$ cat src/rtl/edge_cnt_pkg.sv
// Shared constants and the round-robin pick function for the edge counter bank.
// The function works on a fixed wide vector so one definition serves any channel count.
package edge_cnt_pkg;

  localparam int DEF_N_CH      = 4;
  localparam int DEF_N_BITS    = 4;
  localparam int DEF_PEND_BITS = 2;
  localparam int CH_W          = $clog2(DEF_N_CH);
  localparam int PEND_MAX      = (1 << DEF_PEND_BITS) - 1;
  localparam int MAX_CH        = 32;
  localparam int MAX_CH_W      = 5;

  // First requester at or after ptr (wrapping at n) wins; result is one-hot or zero.
  function automatic logic [MAX_CH-1:0] rr_pick(input logic [MAX_CH-1:0] req,
                                                input int unsigned      ptr,
                                                input int unsigned      n);
    logic [MAX_CH-1:0]   gnt;
    logic                found;
    int unsigned         idx;
    logic [MAX_CH_W-1:0] bit_sel;
    gnt   = '0;
    found = 1'b0;
    for (int unsigned k = 0; k < MAX_CH; k++) begin
      idx     = ptr + k;
      idx     = (idx >= n) ? (idx - n) : idx;
      bit_sel = MAX_CH_W'(idx);
      if ((k < n) && !found && req[bit_sel]) begin
        gnt[bit_sel] = 1'b1;
        found        = 1'b1;
      end else begin
        found = found;
      end
    end
    return gnt;
  endfunction

endpackage

$ cat src/rtl/edge_count_arbiter_rr.sv
// Purely combinational round-robin arbiter; the rotating pointer lives in the parent.
module rr_arbiter
  import edge_cnt_pkg::*;
#(
  parameter int N = 4
) (
  input  logic [N-1:0]         req_i,
  input  logic [$clog2(N)-1:0] ptr_i,
  output logic [N-1:0]         gnt_o,
  output logic [$clog2(N)-1:0] gnt_idx_o,
  output logic                 gnt_vld_o
);

  logic [MAX_CH-1:0] req_ext_s;
  logic [MAX_CH-1:0] gnt_ext_s;

  always_comb begin
    req_ext_s        = '0;
    req_ext_s[N-1:0] = req_i;
    gnt_ext_s        = rr_pick(req_ext_s, 32'(ptr_i), N);
    gnt_o            = gnt_ext_s[N-1:0];
    gnt_vld_o        = |gnt_ext_s;
    gnt_idx_o        = '0;
    // Grant is one-hot, so OR-ing the candidate indices encodes it.
    for (int i = 0; i < MAX_CH; i++) begin
      gnt_idx_o = gnt_idx_o | (gnt_ext_s[i] ? $clog2(N)'(i) : '0);
    end
  end

endmodule

$ cat src/rtl/edge_count_arbiter.sv
// Rising-edge counter bank: per-channel synchronizer and pending counter feeding
// one shared increment datapath chosen by a round-robin arbiter.
module edge_count_arbiter
  import edge_cnt_pkg::*;
#(
  parameter int N_CH      = DEF_N_CH,
  parameter int N_BITS    = DEF_N_BITS,
  parameter int PEND_BITS = DEF_PEND_BITS
) (
  input  logic                    clk,
  input  logic                    rst_n,
  input  logic [N_CH-1:0]         in_i,
  input  logic                    clr_i,
  input  logic [$clog2(N_CH)-1:0] rd_sel_i,
  output logic [N_BITS-1:0]       rd_count_o,
  output logic [N_CH-1:0]         wrap_o,
  output logic [N_CH-1:0]         drop_o,
  output logic                    busy_o
);

  localparam int                   SEL_W    = $clog2(N_CH);
  localparam logic [PEND_BITS-1:0] PEND_TOP = {PEND_BITS{1'b1}};
  localparam logic [N_BITS-1:0]    CNT_TOP  = {N_BITS{1'b1}};
  localparam logic [SEL_W-1:0]     LAST_CH  = SEL_W'(N_CH - 1);
  localparam logic [SEL_W:0]       N_CH_V   = (SEL_W + 1)'(N_CH);

  logic [N_CH-1:0]                 s1_q, s2_q, h_q;
  logic [N_CH-1:0][PEND_BITS-1:0]  pend_q, pend_d;
  logic [N_CH-1:0][N_BITS-1:0]     cnt_q, cnt_d;
  logic [N_CH-1:0]                 drop_q, drop_d;
  logic [N_CH-1:0]                 wrap_q, wrap_d;
  logic [SEL_W-1:0]                ptr_q, ptr_d;
  logic                            busy_q, busy_d;

  logic [N_CH-1:0]                 rise_s, req_s, gnt_s;
  logic [SEL_W-1:0]                gnt_idx_s;
  logic                            gnt_vld_s;

  always_comb begin
    rise_s = s2_q & ~h_q;
    for (int c = 0; c < N_CH; c++) begin
      req_s[c] = (pend_q[c] != '0);
    end
  end

  rr_arbiter #(.N(N_CH)) u_arb (
    .req_i     (req_s),
    .ptr_i     (ptr_q),
    .gnt_o     (gnt_s),
    .gnt_idx_o (gnt_idx_s),
    .gnt_vld_o (gnt_vld_s)
  );

  // clr discards this cycle's rises and grants; the synchronizer keeps running.
  always_comb begin
    pend_d = pend_q;
    cnt_d  = cnt_q;
    drop_d = drop_q;
    wrap_d = '0;
    ptr_d  = ptr_q;
    busy_d = 1'b0;
    if (clr_i) begin
      pend_d = '0;
      cnt_d  = '0;
      drop_d = '0;
      ptr_d  = '0;
    end else begin
      for (int c = 0; c < N_CH; c++) begin
        case ({rise_s[c], gnt_s[c]})
          2'b10: begin
            if (pend_q[c] == PEND_TOP) begin
              drop_d[c] = 1'b1;
            end else begin
              pend_d[c] = pend_q[c] + PEND_BITS'(1);
            end
          end
          2'b01:   pend_d[c] = pend_q[c] - PEND_BITS'(1);
          default: pend_d[c] = pend_q[c];
        endcase
        if (gnt_s[c]) begin
          cnt_d[c]  = cnt_q[c] + N_BITS'(1);
          wrap_d[c] = (cnt_q[c] == CNT_TOP);
        end else begin
          cnt_d[c]  = cnt_q[c];
          wrap_d[c] = 1'b0;
        end
      end
      if (gnt_vld_s) begin
        ptr_d = (gnt_idx_s == LAST_CH) ? '0 : gnt_idx_s + SEL_W'(1);
      end else begin
        ptr_d = ptr_q;
      end
    end
    for (int c = 0; c < N_CH; c++) begin
      busy_d = busy_d | (pend_d[c] != '0);
    end
  end

  always_ff @(posedge clk or negedge rst_n) begin
    if (!rst_n) begin
      s1_q   <= '0;
      s2_q   <= '0;
      h_q    <= '0;
      pend_q <= '0;
      cnt_q  <= '0;
      drop_q <= '0;
      wrap_q <= '0;
      ptr_q  <= '0;
      busy_q <= 1'b0;
    end else begin
      s1_q   <= in_i;
      s2_q   <= s1_q;
      h_q    <= s2_q;
      pend_q <= pend_d;
      cnt_q  <= cnt_d;
      drop_q <= drop_d;
      wrap_q <= wrap_d;
      ptr_q  <= ptr_d;
      busy_q <= busy_d;
    end
  end

  always_comb begin
    if ({1'b0, rd_sel_i} < N_CH_V) begin
      rd_count_o = cnt_q[rd_sel_i];
    end else begin
      rd_count_o = '0;
    end
  end

  assign wrap_o = wrap_q;
  assign drop_o = drop_q;
  assign busy_o = busy_q;

endmodule

$ cat config.mk
export PLATFORM = sky130hd
export DESIGN_NAME = edge_count_arbiter
export DESIGN_NICKNAME = d
export VERILOG_FILES = /design/src/rtl/edge_cnt_pkg.sv /design/src/rtl/edge_count_arbiter_rr.sv /design/src/rtl/edge_count_arbiter.sv
export SDC_FILE = /design/constraint.sdc
export NUM_CORES = 1
export LEC_CHECK = 0
export CAP_MARGIN = 25
export CORE_ASPECT_RATIO = 1.75
export CORE_MARGIN = 1
export CORE_UTILIZATION = 24
export DETAILED_ROUTE_END_ITERATION = 8
export PLACE_DENSITY = 0.45
export SETUP_SLACK_MARGIN = 0.15
export SYNTH_ARGS = -nofsm -noshare
export SYNTH_HDL_FRONTEND = slang
export SYNTH_SLANG_ARGS = --single-unit
export TNS_END_PERCENT = 50
$ cat constraint.sdc
create_clock -name clk -period 3.8 [get_ports clk]
set_input_delay 0.38 -clock clk [delete_from_list [all_inputs] [get_ports clk]]
set_output_delay 0.38 -clock clk [all_outputs]
set_load 0.01 [all_outputs]
After elaboration in Yosys (flattened, before gate mapping)
Cells that the tools add are included.

Flip-flop bits (word level): 47. Input bits: 9. Output and inout bits: 13. Logic and storage cells: 219.

Add/sub/neg operators: 20. Order comparisons: 13. Eq/ne operators: 17. Muxes and demuxes: 84. Bitwise operators: 31. Reductions and logical operators: 36.

Operator list (count): 32-bit two-way mux (4); 32-bit by 3-bit greater-or-equal comparator with 1-bit output, second input constant (3); 32-bit bitwise OR (3); 2-bit two-way mux (23); 2-bit bitwise OR (22); 2-bit nonzero test (21); 32-bit OR reduction (1); 1-bit two-way mux (31); 4-bit two-way mux (7); 5-bit by 6-bit less-than comparator with 1-bit output, second input constant (4); 1-bit binary-select mux with 5-bit select (4); 1-bit demux with 5-bit select (4); 5-bit by 1-bit greater-or-equal comparator with 1-bit output, second input constant (4); 5-bit two-way mux (4); 2-bit == test, second input constant (9); 4-bit by 1-bit adder with 4-bit output, second input constant (4); 4-bit == test, second input constant (4); 16-bit two-way mux (1); 2-bit one-hot mux with 2 select lines (4); 5-bit by 3-bit subtractor with 5-bit output, second input constant (3); 2-bit by 1-bit adder with 2-bit output, second input constant (5); 4-bit binary-select mux with 2-bit select (1); 2-bit by 1-bit == test with 1-bit output, second input constant (4); 8-bit two-way mux (1); 13 further kinds (30).

Depth between registers and ports, before layout
Depth in word-level cells: 42. Depth in mapped cells: 16. Gate-level depth less buffers: 14.

By module
From an unflattened synthesis, not the netlist that was laid out.

Cells, all modules: 273. Area, all modules: 2909.0 sq um.

Modules (own cells, without submodules): edge_count_arbiter (instances 1, cells an instance 209, area each 2394.8 sq um, seq. area each 1176.1 sq um); rr_arbiter (instances 1, cells an instance 64, area each 514.2 sq um, seq. area each 0.0 sq um).

Worst setup path after synthesis
Ideal clock, no wire load.

Path kind: register to register. Start point: register ptr_q[1]. End point: register busy_q (netlist: busy_o). Library setup time: 0.145 ns. Data arrival time: 3.119 ns. Path slack: 0.536 ns. Cell stages (with the launch flop): 14. Path buffers: 1. Period minus slack after synthesis: 3.264 ns. Cells stage by stage: dfrtp_1 > buf_2 > inv_1 > ha_1 > mux4_2 > nor2_1 > a211oi_1 > o2bb2ai_1 > inv_1 > ha_1 > a221oi_1 > a211oi_1 > nor3_1 > a41oi_1.

RTL lines: from (decl) (line edge_count_arbiter.sv:32) `logic [SEL_W-1:0] ptr_q, ptr_d;`; from (signal assigned) (line edge_count_arbiter.sv:118) `ptr_q <= ptr_d;`; to (signal assigned) (line edge_count_arbiter.sv:119) `busy_q <= busy_d;`; to (decl) (line edge_count_arbiter.sv:33) `logic busy_q, busy_d;`.

==> run summary <==
status = finished with violations
violated checks = design-rule violations
Max Cap Viol = 0
fraction of registers with async set or reset after synthesis = 100%
clock latency on the worst-skew pair = 0.29 ns
Min Clock Period, post-route = 3.32 ns
most instantiated library cell after synthesis = dfrtp_1
FF-to-FF path depth = 12
Final WS setup = 0.480 ns
setup TNS = 0 ns
pin count of the biggest net entering global routing = 29
Max Fclk = 301 MHz
RSZ-0062 raised after global routing = no
register area = 1180 um^2
routed wire length per instance = 15.2 um
Slew Limit Fails = 0
Post-Syn Area per Cell = 10.7 um^2
Synth area leaders = dfrtp_1 42%, ha_1 12%, mux4_2 4.8%, nor2_1 4.4%, inv_1 3.0%
Core ar. = 11,500 um^2
Post-synth EDFFs = 0
WP buf/inv = 2
synthesized instance count = 264
warnings from Yosys = 0
Vias per Instance = 4.63
register area share after synthesis = 41.5%
Synth top cells by count = 47 x dfrtp_1, 33 x nor2_1, 28 x ha_1
CTS H-Tree Depth = 2
Peak VDD IR = 0.354 mV
count of input and output buffers = 21
Final Power = 2.82 mW
Fin Clk Skew = 0.00350 ns
total leakage power = 1.47 nW
syn nets = 301
diode count = 0
final-report hold violation count = 0
clock buffer depth = 2
CP peak stage delay = 0.40 ns
Hold WC Path Type = input port to asynchronous set/reset pin
# fillers = 1,133
Worst Path Arrival = 3.46 ns
initial antenna violation count = 0
top cell type's share of synthesized area = 41.5%
Remaining DRCs = 2
Yosys cell types = 49
worst hold margin = 0.0295 ns
multi-input logic area = 1530 um^2
fin util = 29.5%
worst relative slew slack = 66.1%
clock buffer count from CTS = 5
# rows = 52
Critical Path Fanout Max = 8
Slew @ Worst Pin = 0.508 ns
Largest delay share family, worst path = compound AO/OA/AOI/OAI gates
Clock Pin Slew Worst Setup and Hold Paths = 0.06 ns
setup bufs post-CTS = 0
routability congestion estimate = 0.807
Final Cycle Share = 87.4%
Setup crit start kind = register
IO Count = 22
r2r setup slk = 0.48 ns
Synth Flop Type = dfrtp_1
die width = 84.1 um
post-detail-place hpwl = 4980 um
Syn Std Cell Area = 2830 um^2
Via Count = 1,968
Worst setup EP type = register
vias in the first global route = 2,060
Yosys top cell by area = dfrtp_1
Sink Count = 47
post-route ant nets = 0
1st-pass router iterations = 6
Final setup viols = 0
grt total ovfl = 0
die area = 12,300 um^2
Initial Util = 24.6%
first-pass GRT wire length = 10,700 um
Die Span Y = 146 um
Crit Path Class = register to register
Post-layout nets = 326
register bit count reported by yosys = 47
CTS tree = built
CTS root buffer = clkbuf_16
share of layout cells above drive strength 1 = 11.4%
CP max-delay cell = dfrtp_1
Post-Route WL = 6480 um
CP required = 3.94 ns
P per Cell Area = 830 nW/um^2
r2r startpoint = pend_q[4]$_DFF_PN0_
Area growth, synth to finish = 19.9%
pre-CTS setup slack = 0.227 ns
initial drt markers = 79
critical path, cell by cell = inv_1 > ha_1 > or3b_1 > a211o_1 > a22oi_2 > o2bb2ai_2 > inv_1 > ha_1 > a221oi_1 > a211oi_1 > nor3_1 > a41oi_1
GRT Total Usage = 11.4%
RR Endpoint = busy_o$_DFF_PN0_
## worst reg2reg max path: stages (launching register included)
cell,delay (ns)
dfrtp_1,0.40
inv_1,0.10
ha_1,0.32
or3b_1,0.38
a211o_1,0.37
a22oi_2,0.22
o2bb2ai_2,0.24
inv_1,0.14
ha_1,0.25
a221oi_1,0.27
a211oi_1,0.10
nor3_1,0.23
a41oi_1,0.14
## per-layer routing
layer	track usage, %	routed length (um)	vias to the layer above	share of wire [%]
met5	0	0	-	0
met1	12.1	2550	971	39
met4	6.47	192	0	3.0
met3	1.13	101	10	1.6
met2	21.6	3630	20	56
li1	-	-	967	-
## worst max-delay path by stage
stage / startpoint / end / slack (ns) / cells past startpoint
after CTS: pend_q[4]$_DFF_PN0_ / busy_o$_DFF_PN0_ / 0.21 / 12
after detailed placement: pend_q[4]$_DFF_PN0_ / busy_o$_DFF_PN0_ / 0.23 / 12
after global routing: pend_q[6]$_DFF_PN0_ / busy_o$_DFF_PN0_ / 0.23 / 12
final: pend_q[4]$_DFF_PN0_ / busy_o$_DFF_PN0_ / 0.48 / 12
after floorplan: ptr_q[1]$_DFFE_PN0P_ / busy_o$_DFF_PN0_ / 0.54 / 13
after global placement: pend_q[4]$_DFF_PN0_ / busy_o$_DFF_PN0_ / 0.30 / 14
## power by group
| part | leakage (nW) | switching [mW] | internal (mW) |
|---|---|---|---|
| clock | 0.0911 | 0.183 | 0.377 |
| sequential | 0.616 | 0.0834 | 0.590 |
| combinational | 0.761 | 0.936 | 0.648 |
| total | 1.47 | 1.20 | 1.61 |
## cell families after synthesis
| group | Yosys count | synth area share [%] |
|---|---|---|
| xor+xnor | 14 | 4.33 |
| flops | 47 | 41.5 |
| compound gates | 41 | 12.4 |
| simple gates | 88 | 16.2 |
| fa+ha+maj | 28 | 12.4 |
| mux | 14 | 8.22 |
| buf+inv | 32 | 4.99 |
## final cells by class
class	instances	share of cell area, %
multi-input combinational	185	44.9
sequential	47	34.6
timing repair buffer	27	7.37
tap	135	4.97
clock buffer	6	3.80
inverter	23	2.54
clock inverter	2	1.77
## per-stage QoR
stage | instances | area (um^2)
2_1_floorplan | 264 | 2830
3_3_place_gp | 417 | 3200
3_5_place_dp | 417 | 3200
4_1_cts | 425 | 3380
5_1_grt | 425 | 3400
6_report | 425 | 3400
## layout by cell type (no fill, tap or decap), types with 2 or more instances in the layout
| master | count |
|---|---|
| xor2_1 | 9 |
| a211oi_1 | 7 |
| nand4_1 | 4 |
| nor3_1 | 7 |
| ha_1 | 28 |
| nand2_1 | 20 |
| a221oi_1 | 2 |
| mux2i_1 | 6 |
| nand2b_1 | 8 |
| or2_1 | 2 |
| dfrtp_1 | 47 |
| inv_1 | 23 |
| bufinv_16 | 2 |
| a2111oi_2 | 2 |
| mux4_2 | 6 |
| o21ai_0 | 5 |
| buf_4 | 6 |
| clkdlybuf4s50_1 | 20 |
| nand3b_1 | 3 |
| clkbuf_16 | 5 |
| nor3b_1 | 2 |
| xnor2_1 | 5 |
| and3b_1 | 2 |
| nor2_1 | 33 |
| a21oi_1 | 9 |
## sequential cells by signal, indices dropped and copies added (netlist names)
signal,flops
cnt_q,16
pend_q,8
drop_o,4
h_q,4
s1_q,4
s2_q,4
wrap_o,4
ptr_q,2
busy_o,1
## repair_timing
item | CTS | global route
hold buffers | 0 | 0
setup endpoints to repair | 0 | 1
gates resized for setup | 0 | 2
(Power assumes the default switching activity.)
